### src/rtl/stream_pack.sv
// Packs RATIO narrow samples into one wide word behind a registered valid/ready output.
// A flush closes a partial word; unused upper lanes are always zero.
module stream_pack #(
   parameter  int IN_WIDTH = 8,
   parameter  int RATIO    = 4,
   localparam int LW       = $clog2(RATIO + 1)
) (
   input  logic                      i_clk,
   input  logic                      i_rst_n,
   input  logic [IN_WIDTH-1:0]       i_data,
   input  logic                      i_valid,
   output logic                      o_ready,
   input  logic                      i_flush,
   output logic [IN_WIDTH*RATIO-1:0] o_data,
   output logic [LW-1:0]             o_lanes,
   output logic                      o_valid,
   input  logic                      i_ready
);

   logic [IN_WIDTH-1:0]       acc [RATIO-1];
   logic [IN_WIDTH-1:0]       lane_next [RATIO];
   logic [IN_WIDTH*RATIO-1:0] word_next;
   logic [LW-1:0]             cnt;
   logic [LW-1:0]             n;
   logic                      pend;
   logic                      run;
   logic                      out_free;
   logic                      acc_in;
   logic                      full;
   logic                      part;
   logic                      load;
   logic                      hold;

   // run keeps o_ready low during reset and releases it one edge later
   assign out_free = !o_valid || i_ready;
   assign o_ready  = run && !pend && ((cnt != LW'(RATIO - 1)) || out_free);
   assign acc_in   = i_valid && o_ready;
   assign n        = cnt + LW'(acc_in);
   assign full     = acc_in && (cnt == LW'(RATIO - 1));
   assign part     = (i_flush || pend) && (n != '0) && !full;
   assign load     = full || (part && out_free);
   assign hold     = part && !out_free;

   // Lanes below cnt come from acc, lane cnt takes a same-cycle sample, the rest are zero
   for (genvar k = 0; k < RATIO; k++) begin : g_lane
      if (k < RATIO - 1) begin : g_acc
         assign lane_next[k] = (LW'(k) < cnt) ? acc[k] :
                               (acc_in && (cnt == LW'(k))) ? i_data : '0;
      end else begin : g_top
         assign lane_next[k] = (acc_in && (cnt == LW'(k))) ? i_data : '0;
      end
      assign word_next[k*IN_WIDTH +: IN_WIDTH] = lane_next[k];
   end

   always_ff @(posedge i_clk or negedge i_rst_n) begin
      if (!i_rst_n) begin
         run     <= 1'b0;
         o_data  <= '0;
         o_lanes <= '0;
         o_valid <= 1'b0;
         cnt     <= '0;
         pend    <= 1'b0;
         for (int k = 0; k < RATIO - 1; k++) begin
            acc[k] <= '0;
         end
      end else begin
         run <= 1'b1;
         if (load) begin
            o_data  <= word_next;
            o_lanes <= n;
            o_valid <= 1'b1;
            cnt     <= '0;
            pend    <= 1'b0;
         end else begin
            if (i_ready) begin
               o_valid <= 1'b0;
            end
            if (acc_in) begin
               cnt <= n;
            end
            if (hold) begin
               pend <= 1'b1;
            end
         end
         for (int k = 0; k < RATIO - 1; k++) begin
            if (acc_in && !load && (cnt == LW'(k))) begin
               acc[k] <= i_data;
            end
         end
      end
   end

endmodule

### config.mk
export PLATFORM = sky130hd
export DESIGN_NAME = stream_pack
export DESIGN_NICKNAME = d
export VERILOG_FILES = /design/src/rtl/stream_pack.sv
export SDC_FILE = /design/constraint.sdc
export NUM_CORES = 1
export LEC_CHECK = 0
export CAP_MARGIN = 15
export CORE_MARGIN = 8
export CORE_UTILIZATION = 56
export CTS_CLUSTER_SIZE = 30
export DETAILED_ROUTE_END_ITERATION = 16
export PLACE_DENSITY = 0.82
export SYNTH_ARGS = -nofsm -noshare
export SYNTH_HDL_FRONTEND = slang
export SYNTH_SLANG_ARGS = --single-unit
### constraint.sdc
create_clock -name i_clk -period 4.4 [get_ports i_clk]
set_input_delay 1.1 -clock i_clk [delete_from_list [all_inputs] [get_ports i_clk]]
set_output_delay 1.1 -clock i_clk [all_outputs]
set_load 0.01 [all_outputs]
After elaboration in Yosys (flattened, before gate mapping)
Cells that the tools add are included.
{ "word_totals": {"reg_bits": 65, "latch_bits": 0, "ramBits": 0, "mem_bits_ro": 0, "input_bits": 13, "output_inout_bits": 37, "elab_cells": 59, "n_memories": 0} }
{ "op_classes": {"n_addsub": 1, "n_mul": 0, "div_mod_pow": 0, "order_cmp": 3, "n_eq_ne": 4, "shifts": 0, "n_mux": 13, "n_bitwise": 0, "n_reduce_logical": 29} }
{ "ops": {"columns": ["operator", "count"], "rows": [
  ["2-to-1 mux 8 bit", 7],
  ["logical AND 1 bit", 15],
  ["equality test 3 x 2 -> 1 bit, second input constant", 2],
  ["less-than comparator 1 x 3 -> 1 bit, first input constant", 2],
  ["2-to-1 mux 3 bit", 2],
  ["nonzero test 2 bit", 3],
  ["logical NOT 1 bit", 5],
  ["logical OR 1 bit", 4],
  ["2-to-1 mux 1 bit", 4],
  ["adder 3 x 1 -> 3 bit", 1],
  ["equality test 3 x 1 -> 1 bit, second input constant", 1],
  ["logical NOT 3 bit", 1],
  ["less-than comparator 2 x 3 -> 1 bit, first input constant", 1],
  ["inequality test 3 x 2 -> 1 bit, second input constant", 1],
  ["nonzero test 3 bit", 1]
]} }

Depth between registers and ports, before layout
Gate-level depths: netlist (run 1).
{ "depth": {"depth_word": 14, "depth_mapped": 12, "depth_no_buf": 9} }

Worst setup path before layout (run 1)
OpenSTA, ideal clock, no wires.
{ "synth_timing": {"path_type": "input port to flip-flop", "startpoint": "in i_ready", "endpoint": "reg acc[16] in the netlist's numbering", "setup_time_ps": 125, "arrival_time_ps": 3240, "t_required_ps": 4275, "slack_ps": 1035, "cell_stages": 10, "path_buffers": 1, "cell_sequence": "nor2b_1 nor2b_1 nor2_1 ha_1 ha_1 nor2_1 a211oi_2 buf_4 nor3_4 mux2_2"} }
{ "synth_between": {"elab_chain_len": 13, "elab_cells_between_ends": 15, "classes_between": "1 x add/sub; 14 x reduce/logical"} }
{ "synth_rtl": {"columns": ["item", "line_no", "source"], "rows": [
  ["start: declaration", "17", "input logic i_ready"],
  ["logical OR 1 bit", "35", "assign out_free = !o_valid || i_ready;"],
  ["logical OR 1 bit", "36", "assign o_ready = run && !pend && ((cnt != LW'(RATIO - 1)) || out_free);"],
  ["logical AND 1 bit", "36", null],
  ["logical AND 1 bit", "37", "assign acc_in = i_valid && o_ready;"],
  ["adder 3 x 1 -> 3 bit", "38", "assign n = cnt + LW'(acc_in);"],
  ["named net n[1]", "24", "logic [LW-1:0] n;"],
  ["nonzero test 3 bit", "40", "assign part = (i_flush || pend) && (n != '0) && !full;"],
  ["logical AND 1 bit (2 in series)", "40", null],
  ["logical AND 1 bit", "41", "assign load = full || (part && out_free);"],
  ["logical OR 1 bit", "41", null],
  ["logical NOT 1 bit", "86", "if (acc_in && !load && (cnt == LW'(k))) begin"],
  ["logical AND 1 bit (2 in series)", "86", null],
  ["end signal: indexed assignment", "87", "acc[k] <= i_data;"],
  ["end: declaration", "20", "logic [IN_WIDTH-1:0] acc [RATIO-1];"]
]} }
The timed path passes the listed nets, and every way through them passes these cells.
A chain may end at the register's enable or synchronous reset.

Worst setup path after layout (run 1)
{ "layout_timing": {"startpoint": "in i_ready", "endpoint": "reg acc[12] in the netlist's numbering"} }
Same word-level chain as after synthesis.

==> reports/metrics.cfg, run 1 <==
[setup_path]
timing.critical_path.arrival_ps = 4030
worstPathMaxFanout = 13
path_depth = 10
worst_path_dominant_cell_family = simple AND/OR/NAND/NOR gates
setup.worst_path.end_class = register
worstRegToRegCells = 9
critical_path.cell_chain = clkdlybuf4s50_1 -> nor2b_1 -> nor2b_1 -> nor2_1 -> ha_1 -> ha_1 -> nor2_1 -> a211oi_4 -> nor2b_1 -> mux2_4
slowest_delay_ps = 810
crit_path_top_delay_cell = nor2b_1
worst_ep_required_time_ps = 4620
worstPathBufferInverterCount = 1
critical_path.most_common_cell = nor2b_1
worstSetupStartpointType = input port
critPathKind = input port to register

[timing]
hold_ws_ps = 510
worstMarginPinSlew_ps = 997
report.final.slew_viol_count = 0
finClkSkew_ps = 4.51
fmax_mhz = 263
setup_viol = 0
grt_setup_unrepaired = no
final.period_utilization_pct = 86.5
setup_total_negative_slack_ps = 0
max_slew_margin_pct = 33.4
final_ws_setup_ps = 593
final_hold_viol_count = 0
finalWorstPathRequiredPeriod_ps = 3810

[yosys]
yosysTopAreaCell = dfrtp_1
yosys-top-cells-count = 65 x dfrtp_1, 28 x a21oi_1, 25 x nor3_1, 24 x a22oi_1, 19 x mux2_2
synthCells = 227
post_synth_arst_share_pct = 100
synthesis.area_per_instance_um2 = 12.7
synth_ff_type = dfrtp_1
number_of_warnings_issued_by_yosys = 0
synth-seq-area-share_pct = 56.3
post_synthesis_sequential_element_count = 65
synthDistinctLibCells = 33
top_cell_type_s_share_of_synthesized_area_pct = 56.3
synth_fp_nets = 242
number_of_enable_type_register_cells_in_the_synthesized_netlist = 0
synth.top_cells.by_area = dfrtp_1 56%, mux2_2 7.4%, a22oi_1 6.2%
netlist_area_um2 = 2890
most_instantiated_library_cell_after_synthesis = dfrtp_1

[layout]
n_antenna_cell = 0
final_core_util_pct = 71.7
area_growth_pct = 25.2
finish.instance_area_um2 = 3620
final_nets = 294
post_route_cells_drive_above_1_share_pct = 20.8
layout.cells.non_filler = 353

[clock_network]
post_cts_resize_count = 0
clock_tree.buffer_depth = 2
number_of_cts_inserted_buffers = 9
tritoncts = built
clkSlewWorstSetupHoldPaths_ps = 70
clock_latency_ps = 340
clock_sinks = 65
cts_setup_buffers = 0
cts.hold.buffers_added = 0
clk_root_buffer_cell = clkbuf_8
ctsHtreeMaxLevel = 3

[detailed_routing]
antenna_left = 0
drt-vias-per-instance = 5.95
route.detailed.wl_per_inst_um = 19.9
drc_errors = 0
dr_total_vias = 2099
length_of_the_first_detailed_routing_pass_in_iterations = 5
detailedRoute.firstIterationViolations = 137
detail_route.wirelength_um = 7010

[die]
design.die.area_um2 = 7710
standard_cell_row_count = 26
fp.dieW_um = 87.8
dieHeight_um = 87.8
design.core.area_um2 = 5040
io_pins = 50
start_util_pct = 57.3

[global_routing]
grt_start_max_net_pins = 39
grt_util_all_layers_pct = 20.5
globalRoute.totalOverflow = 0
grt_antenna_before_repair = 0
first_pass_grt_wire_length_um = 11700
first_global_vias = 2316

[status]
outcome = completed

[placed_design]
setup_slack_after_placement_ps = 322
port_buffers = 49
routabilityCongestion = 0.831
placedInstanceArea_um2 = 3420
place_inst = 338
dp_hpwl_um = 4660

[power_and_ir_drop]
worst_ir_drop_vdd_uv = 365
fin_total_pwr_mw = 2.44
power.density_cell_area_nw_per_um2 = 675
total_leakage_power_nw = 1.56

[hold_path]
worst_hold_path_type = register to register
worst_hold_path.num_cells = 1

[job]
maxCapViolations = 0

worst paths after layout:
path                       startpoint          to  slack, ps
min in group asynchronous     i_rst_n   o_data[7]        780
min                        o_data[25]  o_data[25]        510
min reg2reg                o_data[25]  o_data[25]        510
max in group asynchronous     i_rst_n  o_data[18]       2710
max                           i_ready     acc[12]        590
max reg2reg                    cnt[2]     acc[12]       1150
sequential cells by signal, indices dropped and copies added (netlist names):
| signal | count |
|---|---|
| run | 1 |
| pend | 1 |
| cnt | 3 |
| o_data | 32 |
| o_lanes | 3 |
| o_valid | 1 |
| acc | 24 |
power breakdown:
part	leakage, nW	switching, mW	total [mW]	internal [mW]
Sequential	0.816	0.151	0.994	0.843
Clock	0.102	0.215	0.503	0.288
Combinational	0.641	0.429	0.944	0.514
Total	1.56	0.795	2.44	1.65
layer usage:
metal	global-route usage [%]	up-vias	wire length, µm
li1	-	945	-
met1	25.6	1059	2900
met2	32.1	82	3380
met3	6.00	13	612
met4	9.06	0	107
met5	0	-	0
cells in the final DEF, fill, tap and decap left out, types with 2 or more instances in the layout:
master            n
dfrtp_1          65
clkdlybuf4s50_1  48
a21oi_1          28
nor3_1           25
a22oi_1          24
mux2_2           19
clkbuf_8         11
mux2_4            8
a22o_1            8
buf_4             7
nor2b_1           4
nor2_1            3
nor3_4            3
nand2_1           3
nand3b_4          2
or2_1             2
or3_1             2
nand3_1           2
ha_1              2
clkinv_2          2
logic make-up after synthesis:
group / synth area share [%]
other: 0.130
adders and majority gates: 0.866
AOI/OAI and AO/OA: 14.5
xor gates and xnor gates: 0.563
DFF: 56.3
muxes: 11.6
buffers and inverters: 3.64
and+or+nand+nor: 12.5
layout make-up:
cell class	count	area (µm²)
clock inverter	3	40.0
inverter	1	3.75
clock buffer	12	155
fill	361	1430
timing repair buffer	56	538
multi-input combinational	146	1160
tap	70	87.6
sequential	65	1630
No activity file was read; power rests on OpenSTA's default activity.
==> inputs of run 2 (changes only) <==
--- a/config.mk
+++ b/config.mk
@@ -7,10 +7,10 @@
 export LEC_CHECK = 0
 export CAP_MARGIN = 15
 export CORE_MARGIN = 8
-export CORE_UTILIZATION = 56
+export CORE_UTILIZATION = 27
 export CTS_CLUSTER_SIZE = 30
 export DETAILED_ROUTE_END_ITERATION = 16
-export PLACE_DENSITY = 0.82
+export PLACE_DENSITY = 0.51
 export SYNTH_ARGS = -nofsm -noshare
 export SYNTH_HDL_FRONTEND = slang
 export SYNTH_SLANG_ARGS = --single-unit
==> run 2 against run 1 <==
  * Global-route usage down 9.6 points
  * Setup slack improved by 93 ps
  * Sequential share of layout area fell by 1.0 points
  * Combinational power decreased by 1%
  * Non-clock buffer count unchanged
  * Critical endpoint is now acc[10]
==> reports/metrics.cfg, run 2 (synthesized netlist as in run 1, its figures left out) <==
[global_routing]
first_global_vias = 2154
grt_antenna_before_repair = 0
first_pass_grt_wire_length_um = 12200
grt_util_all_layers_pct = 10.9
globalRoute.totalOverflow = 0
grt_start_max_net_pins = 40

[timing]
final.period_utilization_pct = 84.4
hold_ws_ps = 501
setup_viol = 0
report.final.slew_viol_count = 0
finalWorstPathRequiredPeriod_ps = 3710
worstMarginPinSlew_ps = 998
setup_total_negative_slack_ps = 0
finClkSkew_ps = 6.92
max_slew_margin_pct = 33.3
final_hold_viol_count = 0
final_ws_setup_ps = 686
grt_setup_unrepaired = no
fmax_mhz = 269

[setup_path]
setup.worst_path.end_class = register
worst_path_dominant_cell_family = simple AND/OR/NAND/NOR gates
critical_path.cell_chain = clkdlybuf4s50_1 -> nor2b_1 -> nor2b_1 -> nor2_1 -> ha_1 -> ha_1 -> nor2_1 -> a211oi_4 -> nor2b_1 -> mux2_4
crit_path_top_delay_cell = nor2b_1
timing.critical_path.arrival_ps = 3930
critical_path.most_common_cell = nor2b_1
critPathKind = input port to register
worst_ep_required_time_ps = 4620
worstPathMaxFanout = 10
worstPathBufferInverterCount = 1
slowest_delay_ps = 810
worstSetupStartpointType = input port

[power_and_ir_drop]
total_leakage_power_nw = 1.55
fin_total_pwr_mw = 2.43
power.density_cell_area_nw_per_um2 = 657
worst_ir_drop_vdd_uv = 222

[placed_design]
setup_slack_after_placement_ps = 321
place_inst = 404
dp_hpwl_um = 5110
routabilityCongestion = 0.716
placedInstanceArea_um2 = 3500
port_buffers = 49

[clock_network]
ctsHtreeMaxLevel = 3
tritoncts = built
cts_setup_buffers = 0
clkSlewWorstSetupHoldPaths_ps = 70
clock_latency_ps = 340
cts.hold.buffers_added = 0
post_cts_resize_count = 0
clk_root_buffer_cell = clkbuf_8
clock_tree.buffer_depth = 2
clock_sinks = 65
number_of_cts_inserted_buffers = 9

[layout]
final_nets = 294
finish.instance_area_um2 = 3700
final_core_util_pct = 35.7
layout.cells.non_filler = 420
n_antenna_cell = 0
final.fill_count = 1089
reg.largest.list = o_data x32, acc x24
area_growth_pct = 28.1
layout_commonest_cell = dfrtp_1
post_route_cells_drive_above_1_share_pct = 21.1
largest_register_ff_count = 32
registers.top_by_ff_count = o_data
most_frequent_cells_in_the_layout = 65 x dfrtp_1, 48 x clkdlybuf4s50_1, 28 x a21oi_1, 25 x nor3_1, 24 x a22oi_1

[detailed_routing]
detailroute.wirelength.met2_um = 3300
top_layer_used = met4
drt-vias-per-instance = 4.82
detail_route.wirelength_um = 7470
route.detailed.wl_per_inst_um = 17.8
length_of_the_first_detailed_routing_pass_in_iterations = 6
detailedRoute.firstIterationViolations = 96
route.layer.met1.wl_um = 3690
dr_total_vias = 2023
drc_errors = 0
wl_met3_um = 421
antenna_left = 0

[die]
design.core.area_um2 = 10400
dieHeight_um = 119
standard_cell_row_count = 37
start_util_pct = 27.9
fp.dieW_um = 119
design.die.area_um2 = 14300
io_pins = 50

[status]
outcome = completed

[job]
maxCapViolations = 0

[hold_path]
worst_hold_path_type = register to register

run 2: per-layer routing:
metal | global-route usage [%] | up-vias
li1 | - | 952
met1 | 15.0 | 1014
met3 | 4.06 | 6
met2 | 15.7 | 51
met5 | 0 | -
met4 | 3.12 | 0
run 2: final cells by class:
cell class | count | area (µm²) | share of cell area [%]
Multi-Input combinational cell | 146 | 1160 | 31.5
Tap cell | 136 | 170 | 4.60
Timing Repair Buffer | 56 | 538 | 14.5
Clock inverter | 5 | 55.1 | 1.49
Clock buffer | 11 | 141 | 3.82
Inverter | 1 | 3.75 | 0.101
Sequential cell | 65 | 1630 | 44.0
run 2: worst paths after layout:
check,startpoint,endpoint,slack [ps],cells past startpoint
max in group asynchronous,i_rst_n,o_data[29],2620,2
min reg2reg,o_data[24],o_data[24],500,1
min in group asynchronous,i_rst_n,o_data[12],890,1
max reg2reg,cnt[2],acc[10],1230,9
min,o_data[24],o_data[24],500,1
max,i_ready,acc[10],690,10
run 2: worst reg2reg max path, delay by kind of cell (launching register included):
family,cells,cell delay (ps)
AO/OA/AOI/OAI,1,170
adder cells (fa/ha/maj),2,480
flip-flops,1,500
multiplexers,1,360
AND/OR/NAND/NOR,5,1550
run 2: report_power, final:
group	internal, mW	total, mW	switching, mW
combinational	0.513	0.935	0.422
sequential	0.842	0.986	0.144
clock	0.275	0.507	0.232
total	1.63	2.43	0.798
